==> config.mk <==
export PLATFORM = sky130hd
export DESIGN_NAME = uart_tx_fifo_ctrl_flat
export DESIGN_NICKNAME = d
export VERILOG_FILES = /design/src/rtl/uart_tx_fifo_ctrl_if.sv /design/src/rtl/uart_tx_fifo_ctrl.sv /design/src/flat_wrapper.sv
export SDC_FILE = /design/constraint.sdc
export NUM_CORES = 1
export LEC_CHECK = 0
export ABC_CLOCK_PERIOD_IN_PS = 2300
export BUFFER_PORTS_ARGS = -buffer_cell sky130_fd_sc_hd__buf_2
export CAP_MARGIN = 20
export CORE_MARGIN = 3
export CORE_UTILIZATION = 47
export CTS_CLUSTER_DIAMETER = 60
export DETAILED_ROUTE_END_ITERATION = 6
export PLACE_DENSITY = 0.69
export RECOVER_POWER = 25
export SLEW_MARGIN = 20
export SYNTH_ARGS = -nofsm -noshare
export SYNTH_HDL_FRONTEND = slang
export SYNTH_SLANG_ARGS = --single-unit
==> constraint.sdc <==
create_clock -name clk -period 2.3 [get_ports clk]
set_input_delay 0.115 -clock clk [delete_from_list [all_inputs] [get_ports clk]]
set_output_delay 0.115 -clock clk [all_outputs]
set_load 0.01 [all_outputs]
==> src/rtl/uart_tx_fifo_ctrl_if.sv <==
// Handshake bundle between the TX word FIFO, the byte transmitter core and
// the sequencer that sits between them. The master modport is the sequencer.
interface uart_tx_fifo_ctrl_if #(
  parameter int unsigned WIDTH = 16
) ();
  logic             en;
  logic             fifo_empty;
  logic [WIDTH-1:0] fifo_dout;
  logic             fifo_rd_en;
  logic             tx_busy;
  logic             tx_start;
  logic [7:0]       tx_data;
  logic             ctrl_busy;
  logic [15:0]      word_cnt;

  modport master (
    input  en, fifo_empty, fifo_dout, tx_busy,
    output fifo_rd_en, tx_start, tx_data, ctrl_busy, word_cnt
  );

  modport slave (
    output en, fifo_empty, fifo_dout, tx_busy,
    input  fifo_rd_en, tx_start, tx_data, ctrl_busy, word_cnt
  );
endinterface

==> src/rtl/uart_tx_fifo_ctrl.sv <==
// UART TX sequencer: pops one WIDTH-bit word from the FIFO and sends it as
// WIDTH/8 bytes through the transmitter start/busy handshake, with an optional
// idle gap after each byte and a count of completed words.
// Optional feature: define UART_TX_CTRL_CHKSUM_EN to append an XOR checksum
// byte after every BLK_WORDS-th word.
module uart_tx_fifo_ctrl #(
  parameter int unsigned WIDTH      = 16,
  parameter bit          LSB_FIRST  = 1'b1,
  parameter int unsigned GAP_CYCLES = 0,
  parameter int unsigned BLK_WORDS  = 8
) (
  input logic                  clk,
  input logic                  rst_n,
  uart_tx_fifo_ctrl_if.master  bus
);

  localparam int unsigned BYTES = WIDTH / 8;
  localparam int unsigned IdxW  = (BYTES > 1) ? $clog2(BYTES) : 1;
  localparam logic [IdxW-1:0] LastIdx = IdxW'(BYTES - 1);
  localparam logic [7:0] GapLoad = 8'(GAP_CYCLES - 1);

  // Elaboration-time parameter sanity checks.
  if ((WIDTH == 0) || ((WIDTH % 8) != 0)) begin : g_width_chk
    $error("WIDTH must be a nonzero multiple of 8");
  end
  if (GAP_CYCLES > 255) begin : g_gap_chk
    $error("GAP_CYCLES must be in 0..255");
  end
  if (BLK_WORDS == 0) begin : g_blk_chk
    $error("BLK_WORDS must be nonzero");
  end

  typedef enum logic [2:0] {
    StIdle,
    StRead,
    StLoad,
    StSend,
    StWait,
    StGap
`ifdef UART_TX_CTRL_CHKSUM_EN
    , StChk
`endif
  } state_e;

  state_e           state_q;
  logic             rd_en_q;
  logic             tx_start_q;
  logic [7:0]       tx_data_q;
  logic [15:0]      word_cnt_q;
  logic [IdxW-1:0]  idx_q;
  logic [7:0]       gap_q;
  logic [WIDTH-1:0] shift_q;
  logic             wait_first_q;

`ifdef UART_TX_CTRL_CHKSUM_EN
  localparam int unsigned BlkW = (BLK_WORDS > 1) ? $clog2(BLK_WORDS) : 1;
  localparam logic [BlkW-1:0] BlkLast = BlkW'(BLK_WORDS - 1);
  logic [7:0]      acc_q;
  logic [BlkW-1:0] blk_q;
  logic            chk_q;  // the byte in flight is the checksum byte
`endif

  logic [7:0] cur_byte;
  logic       byte_done;

  // Current byte from the shift register and the "byte fully finished" condition.
  always_comb begin
    cur_byte  = LSB_FIRST ? shift_q[7:0] : shift_q[WIDTH-1 -: 8];
    byte_done = ((state_q == StWait) && !wait_first_q && !bus.tx_busy && (GAP_CYCLES == 0))
              || ((state_q == StGap) && (gap_q == 8'd0));
  end

  // Sequencer FSM with registered strobes and data.
  always_ff @(posedge clk or negedge rst_n) begin
    if (!rst_n) begin
      state_q      <= StIdle;
      rd_en_q      <= 1'b0;
      tx_start_q   <= 1'b0;
      tx_data_q    <= 8'd0;
      word_cnt_q   <= 16'd0;
      idx_q        <= '0;
      gap_q        <= 8'd0;
      shift_q      <= '0;
      wait_first_q <= 1'b0;
`ifdef UART_TX_CTRL_CHKSUM_EN
      acc_q        <= 8'd0;
      blk_q        <= '0;
      chk_q        <= 1'b0;
`endif
    end else begin
      rd_en_q    <= 1'b0;
      tx_start_q <= 1'b0;
      case (state_q)
        StIdle: begin
          if (bus.en && !bus.fifo_empty) begin
            rd_en_q <= 1'b1;
            state_q <= StRead;
          end
        end
        StRead: state_q <= StLoad;
        StLoad: begin
          shift_q <= bus.fifo_dout;
          idx_q   <= '0;
          state_q <= StSend;
        end
        StSend: begin
          if (!bus.tx_busy) begin
            tx_data_q    <= cur_byte;
            tx_start_q   <= 1'b1;
            shift_q      <= LSB_FIRST ? (shift_q >> 8) : (shift_q << 8);
            wait_first_q <= 1'b1;
            state_q      <= StWait;
`ifdef UART_TX_CTRL_CHKSUM_EN
            acc_q        <= acc_q ^ cur_byte;
`endif
          end
        end
        StWait: begin
          // First WAIT clock covers the transmitter's start-to-busy latency.
          if (wait_first_q) begin
            wait_first_q <= 1'b0;
          end else if (!bus.tx_busy && (GAP_CYCLES != 0)) begin
            gap_q   <= GapLoad;
            state_q <= StGap;
          end
        end
        StGap: begin
          if (gap_q != 8'd0) gap_q <= gap_q - 8'd1;
        end
`ifdef UART_TX_CTRL_CHKSUM_EN
        StChk: begin
          if (!bus.tx_busy) begin
            tx_data_q    <= acc_q;
            tx_start_q   <= 1'b1;
            wait_first_q <= 1'b1;
            chk_q        <= 1'b1;
            state_q      <= StWait;
          end
        end
`endif
        default: state_q <= StIdle;
      endcase

      // Next-byte / end-of-word handling once a byte (and its gap) is done.
      if (byte_done) begin
`ifdef UART_TX_CTRL_CHKSUM_EN
        if (chk_q) begin
          chk_q   <= 1'b0;
          acc_q   <= 8'd0;
          blk_q   <= '0;
          state_q <= StIdle;
        end else
`endif
        if (idx_q != LastIdx) begin
          idx_q   <= idx_q + 1'b1;
          state_q <= StSend;
        end else begin
          word_cnt_q <= word_cnt_q + 16'd1;
`ifdef UART_TX_CTRL_CHKSUM_EN
          if (blk_q == BlkLast) begin
            state_q <= StChk;
          end else begin
            blk_q   <= blk_q + 1'b1;
            state_q <= StIdle;
          end
`else
          state_q <= StIdle;
`endif
        end
      end
    end
  end

  assign bus.fifo_rd_en = rd_en_q;
  assign bus.tx_start   = tx_start_q;
  assign bus.tx_data    = tx_data_q;
  assign bus.word_cnt   = word_cnt_q;
  assign bus.ctrl_busy  = (state_q != StIdle);

endmodule
==> src/flat_wrapper.sv <==
// flat-port wrapper written by rule: the top's interface ports become plain ports
module uart_tx_fifo_ctrl_flat 
#(
  parameter int unsigned WIDTH      = 16,
  parameter bit          LSB_FIRST  = 1'b1,
  parameter int unsigned GAP_CYCLES = 0,
  parameter int unsigned BLK_WORDS  = 8
)
  (clk, rst_n, bus_en, bus_fifo_empty, bus_fifo_dout, bus_tx_busy, bus_fifo_rd_en, bus_tx_start, bus_tx_data, bus_ctrl_busy, bus_word_cnt);
  uart_tx_fifo_ctrl_if #(.WIDTH(WIDTH)) bus_i ();
  input logic clk;
  input logic rst_n;
  input wire logic [$bits(bus_i.en)-1:0] bus_en;
  input wire logic [$bits(bus_i.fifo_empty)-1:0] bus_fifo_empty;
  input wire logic [$bits(bus_i.fifo_dout)-1:0] bus_fifo_dout;
  input wire logic [$bits(bus_i.tx_busy)-1:0] bus_tx_busy;
  output wire logic [$bits(bus_i.fifo_rd_en)-1:0] bus_fifo_rd_en;
  output wire logic [$bits(bus_i.tx_start)-1:0] bus_tx_start;
  output wire logic [$bits(bus_i.tx_data)-1:0] bus_tx_data;
  output wire logic [$bits(bus_i.ctrl_busy)-1:0] bus_ctrl_busy;
  output wire logic [$bits(bus_i.word_cnt)-1:0] bus_word_cnt;
  assign bus_i.en = bus_en;
  assign bus_i.fifo_empty = bus_fifo_empty;
  assign bus_i.fifo_dout = bus_fifo_dout;
  assign bus_i.tx_busy = bus_tx_busy;
  assign bus_fifo_rd_en = bus_i.fifo_rd_en;
  assign bus_tx_start = bus_i.tx_start;
  assign bus_tx_data = bus_i.tx_data;
  assign bus_ctrl_busy = bus_i.ctrl_busy;
  assign bus_word_cnt = bus_i.word_cnt;
  uart_tx_fifo_ctrl #(.WIDTH(WIDTH), .LSB_FIRST(LSB_FIRST), .GAP_CYCLES(GAP_CYCLES), .BLK_WORDS(BLK_WORDS)) u_core (.clk(clk), .rst_n(rst_n), .bus(bus_i));
endmodule
* Word-level counts from Yosys, hierarchy flattened
Cells that the tools add are included.
** Word-level totals
- Register bits :: 55
- Word-level logic and storage cells :: 59
- Output and inout bits :: 27
** Cells by class
- $add $sub $neg :: 3
- Mux-type cells :: 16
- Eq/ne operators :: 9
- Reductions and logical operators :: 21
- Bitwise logic cells :: 1
** Operators by type and width (number)
- $pmux 16 s2 :: 1
- $add 16x1->16 const B :: 1
- $mux 16 :: 1
- $pmux 3 s5 :: 1
- $reduce_and 2->1 :: 5
- $mux 3 :: 3
- $logic_not 8->1 :: 1
- $mux 1 :: 8
- $reduce_bool 8->1 :: 1
- $sub 8x1->8 const B :: 1
- $eq 3x2->1 const B :: 2
- $eq 3x3->1 const B :: 2
- $logic_and 1x1->1 :: 4
- $reduce_bool 2->1 :: 2
- $eq 3x1->1 const B :: 1
- $logic_not 1->1 :: 3
- $logic_not 3->1 :: 1
- $ne 3x1->1 const B :: 1
- $ne 3x2->1 const B :: 1
- $reduce_and 3->1 :: 1
- $reduce_bool 3->1 :: 1
- $mux 2 :: 1
- $ne 2x1->1 const B :: 1
- $ne 2x2->1 const B :: 1
- other kinds (5) :: 5

* Logic depth before layout (Yosys ltp)
- Depth after elaboration :: 6
- Mapped depth :: 7

* Worst setup path after synthesis
No wires, ideal clock.
- Path type :: register -> register
- From :: register u_core.gap_q[0]
- To :: register u_core.word_cnt_q[9], in the netlist u_core.bus.word_cnt[9]
- Stages on the path, launching flop included :: 8
- Setup slack :: 0.409 ns
- Buffers on the path :: 1
- Setup time :: 0.079 ns
- Arrival time :: 1.812 ns
- Cells stage by stage :: dfrtp_1 -> inv_1 -> ha_1 -> nor3b_1 -> nand4_2 -> buf_6 -> a211oi_1 -> xor2_1
** Between the ends
- Longest elaborated chain between the ends :: 4
** RTL lines
- from (decl) :: line uart_tx_fifo_ctrl.sv:51 : logic [7:0] gap_q;
- from (signal assigned) :: line uart_tx_fifo_ctrl.sv:123 : gap_q <= GapLoad;
- from (signal assigned) :: line uart_tx_fifo_ctrl.sv:128 : if (gap_q != 8'd0) gap_q <= gap_q - 8'd1;
- $logic_not 8->1 :: line uart_tx_fifo_ctrl.sv:70 : || ((state_q == StGap) && (gap_q == 8'd0));
- $logic_and 1x1->1 :: line uart_tx_fifo_ctrl.sv:70
- $logic_or 1x1->1 :: line uart_tx_fifo_ctrl.sv:70
- $reduce_and 2->1 (no line)
- to (signal assigned) :: line uart_tx_fifo_ctrl.sv:158 : word_cnt_q <= word_cnt_q + 16'd1;
- to (decl) :: line uart_tx_fifo_ctrl.sv:49 : logic [15:0] word_cnt_q;
No other way between the ends.
A chain may end at the register's enable or synchronous reset.

* Worst setup path after layout
- From :: register u_core.gap_q[0]
- To :: register u_core.word_cnt_q[14], in the netlist u_core.bus.word_cnt[14]
The elaborated chain is that of the path after synthesis.

==> flow_metrics.py <==
metrics = {
    "run_status": {
        "status": "finished, final reports clean",
    },
    "cells_and_area": {
        "areaGrowthSynthToFinish_pct": 17.7,
        "final_util_pct": 57.7,
        "drive_gt1_share_pct": 28.3,
        "finalNetCount": 287,
        "fillers": 477,
        "layout_commonest_cell": "dfrtp_1",
        "antenna_cells": 0,
        "layout_common_cells": "dfrtp_1 (55), buf_2 (38), nand2_1 (17)",
    },
    "placement": {
        "place_hpwl_um": 3450,
        "place.gp.congestion": 0.752,
        "io_buffer_count": 47,
    },
    "logic_synthesis": {
        "synth_top_area_share_pct": 54.6,
        "syn-num-nets": 235,
        "synth_fa_ha_area_share_pct": 0.993,
        "yosysWarnings": 0,
        "synth_top_family_by_area": "simple AND/OR/NAND/NOR gates",
        "yosys.cell_types.count": 43,
        "synth_xor_area_share_pct": 7.65,
        "yosys.area_share.simple_pct": 14.3,
        "synth.avg_cell_area_um2": 11.9,
        "muxShareOfSynthArea_pct": 7.20,
        "synth.area.top_cells": "dfrtp_1 (55%), mux2_2 (4.0%), xnor2_1 (3.8%), xor2_1 (3.8%), mux2i_1 (3.2%)",
        "synth_top_flop_cell": "dfrtp_1",
        "synth_compound_area_share_pct": 12.2,
        "yosysTopAreaCell": "dfrtp_1",
        "syn_inst": 212,
        "ys_seq_elements": 55,
        "synth-edff-count": 0,
        "synth_area_mm2": 0.00252,
        "async_reset_ff_share_pct": 100,
        "yosysSeqAreaShare_pct": 54.6,
    },
    "cts": {
        "cts.hold.buffers_added": 1,
        "numCtsBuffers": 5,
        "clk_latency_ps": 310,
        "cts_root_buf": "clkbuf_8",
        "htree_num_levels": 2,
        "cts_tree": "done",
        "post_cts_buffers": 0,
        "clockBufferDepth": 2,
        "cts_sinks": 55,
        "cts_resized": 0,
        "cts.clk_slew.worst_paths_ps": 90,
    },
    "die": {
        "dieArea_mm2": 0.00628,
        "pin_count": 48,
        "fp.dieW_um": 79.2,
        "initial_core_util_pct": 49.0,
        "rows": 26,
        "coreArea_mm2": 0.00514,
        "die-height_um": 79.2,
    },
    "route": {
        "ant_nets": 0,
        "via_count": 1700,
        "routed_wl_um": 4690,
        "drc": 0,
        "drt_iter0_drc": 75,
        "first_pass_iters": 4,
        "vias_per_cell": 5.07,
        "wl_per_cell_um": 14.0,
    },
    "worst_hold_path": {
        "hold_class": "in2reg",
    },
    "global_route": {
        "grt_max_degree": 29,
        "grt_overflow": 0,
        "grt_pass1_wl_um": 8150,
        "grt_usage_pct": 16.9,
        "grt_pass1_vias": 1671,
        "antenna_found_initial": 0,
    },
    "setup_path": {
        "cpLargestDelayFamily": "simple AND/OR/NAND/NOR gates",
        "path_class": "reg2reg",
        "required_ps": 2530,
        "crit_path_end_kind": "register",
        "cpPeakStageDelay_ps": 410,
        "path_max_fanout": 13,
        "critPathSlowestCell": "nor3b_1",
        "worst-path-buf-inv": 2,
        "start_kind": "register",
        "crit_path_cell_trace": "inv_1 -> ha_1 -> nor3b_1 -> nand4_2 -> buf_4 -> a2111oi_2 -> xor2_1",
        "crit_arrival_ps": 2290,
    },
    "timing": {
        "rsz0062_at_grt": "no",
        "finalSetupTns_ps": 0,
        "worst_pin_slew_ps": 1480,
        "max_freq_mhz": 485,
        "setup_viol": 0,
        "final_hold_viol_count": 0,
        "clock_skew_ps": 4.62,
        "fin_crit_ps": 2060,
        "relSlewSlack_pct": 1.36,
        "min_period_over_period_pct": 89.7,
        "finalMaxSlewViolations": 0,
    },
    "job": {
        "drv_cap": 0,
    },
    "pwr": {
        "leakage_nw": 1.32,
        "cellPowerDensity_mw_per_mm2": 998,
        "ir_drop_uv": 701,
    },
}
## report_power, final
part | switching, W | total [W] | internal, W
Sequential | 0.000208 | 0.00143 | 0.00122
Clock | 0.000307 | 0.000660 | 0.000353
Combinational | 0.000437 | 0.000870 | 0.000433
## logic make-up (layout without fill, tap and decap cells)
family	after synthesis	after routing
compound gates	40	40
xor+xnor	22	22
fa+ha+maj	2	2
buf+inv	16	69
flops	55	55
mux	17	17
simple gates	60	60
## sequential cells by signal, summed over array words and instances, names as in the netlist
| signal | flops |
|---|---|
| u_core.bus.tx_data | 8 |
| u_core.idx_q | 1 |
| u_core.wait_first_q | 1 |
| u_core.shift_q | 16 |
| u_core.gap_q | 8 |
| u_core.bus.word_cnt | 16 |
| u_core.bus.fifo_rd_en | 1 |
| u_core.bus.tx_start | 1 |
| u_core.state_q | 3 |
## stage by stage
stage               std cells  setup WS, ps  total power [W]  hold slack, ps  area (µm²)
floorplan                 212           409          0.00205            -181        2520
global placement          326           342          0.00231             170        2850
detailed placement        326           245          0.00235             168        2850
CTS                       335           217          0.00301            11.2        2980
global route              335          79.5          0.00319            10.6        2970
finish                    335           238          0.00296            26.8        2970
## synth_stat cells (3+ instances only)
library cell	number
dfrtp_1	55
nand2_1	17
o21ai_0	11
xnor2_1	11
xor2_1	11
nor2_1	10
mux2_2	9
nand3_1	9
a22o_1	8
mux2i_1	8
a21oi_1	7
a211oi_1	6
inv_1	6
clkbuf_1	4
and3_1	3
buf_2	3
nor3_1	3
## worst paths after layout
check / from / to / slack (ps) / depth (start not counted)
max: u_core.gap_q[0] / u_core.bus.word_cnt[14] / 240 / 7
min: bus_fifo_dout[15] / u_core.shift_q[15] / 30 / 2
max reg2reg: u_core.gap_q[0] / u_core.bus.word_cnt[14] / 240 / 7
min reg2reg: u_core.bus.word_cnt[15] / u_core.bus.word_cnt[15] / 460 / 1
max in group asynchronous: rst_n / u_core.bus.word_cnt[0] / 650 / 3
min in group asynchronous: rst_n / u_core.bus.tx_data[6] / 700 / 2
## layer usage
metal / up-vias / GRT usage (%) / part of all wire (%) / wire length (µm)
met5: - / 0 / 0 / 0
met4: 0 / 6.19 / 1.7 / 78
met3: 6 / 4.08 / 3.7 / 175
met2: 25 / 25.0 / 48 / 2250
met1: 814 / 24.0 / 47 / 2190
li1: 855 / - / - / -
## final cells by class
type,count,area (µm²),area share [%]
Tap cell,70,87.6,2.95
Multi-Input combinational cell,141,1070,36.2
Timing Repair Buffer,55,287,9.66
Inverter,6,22.5,0.759
Clock inverter,2,35.0,1.18
Sequential cell,55,1380,46.4
Clock buffer,6,82.6,2.78
Power figures use the tool's default switching activity.
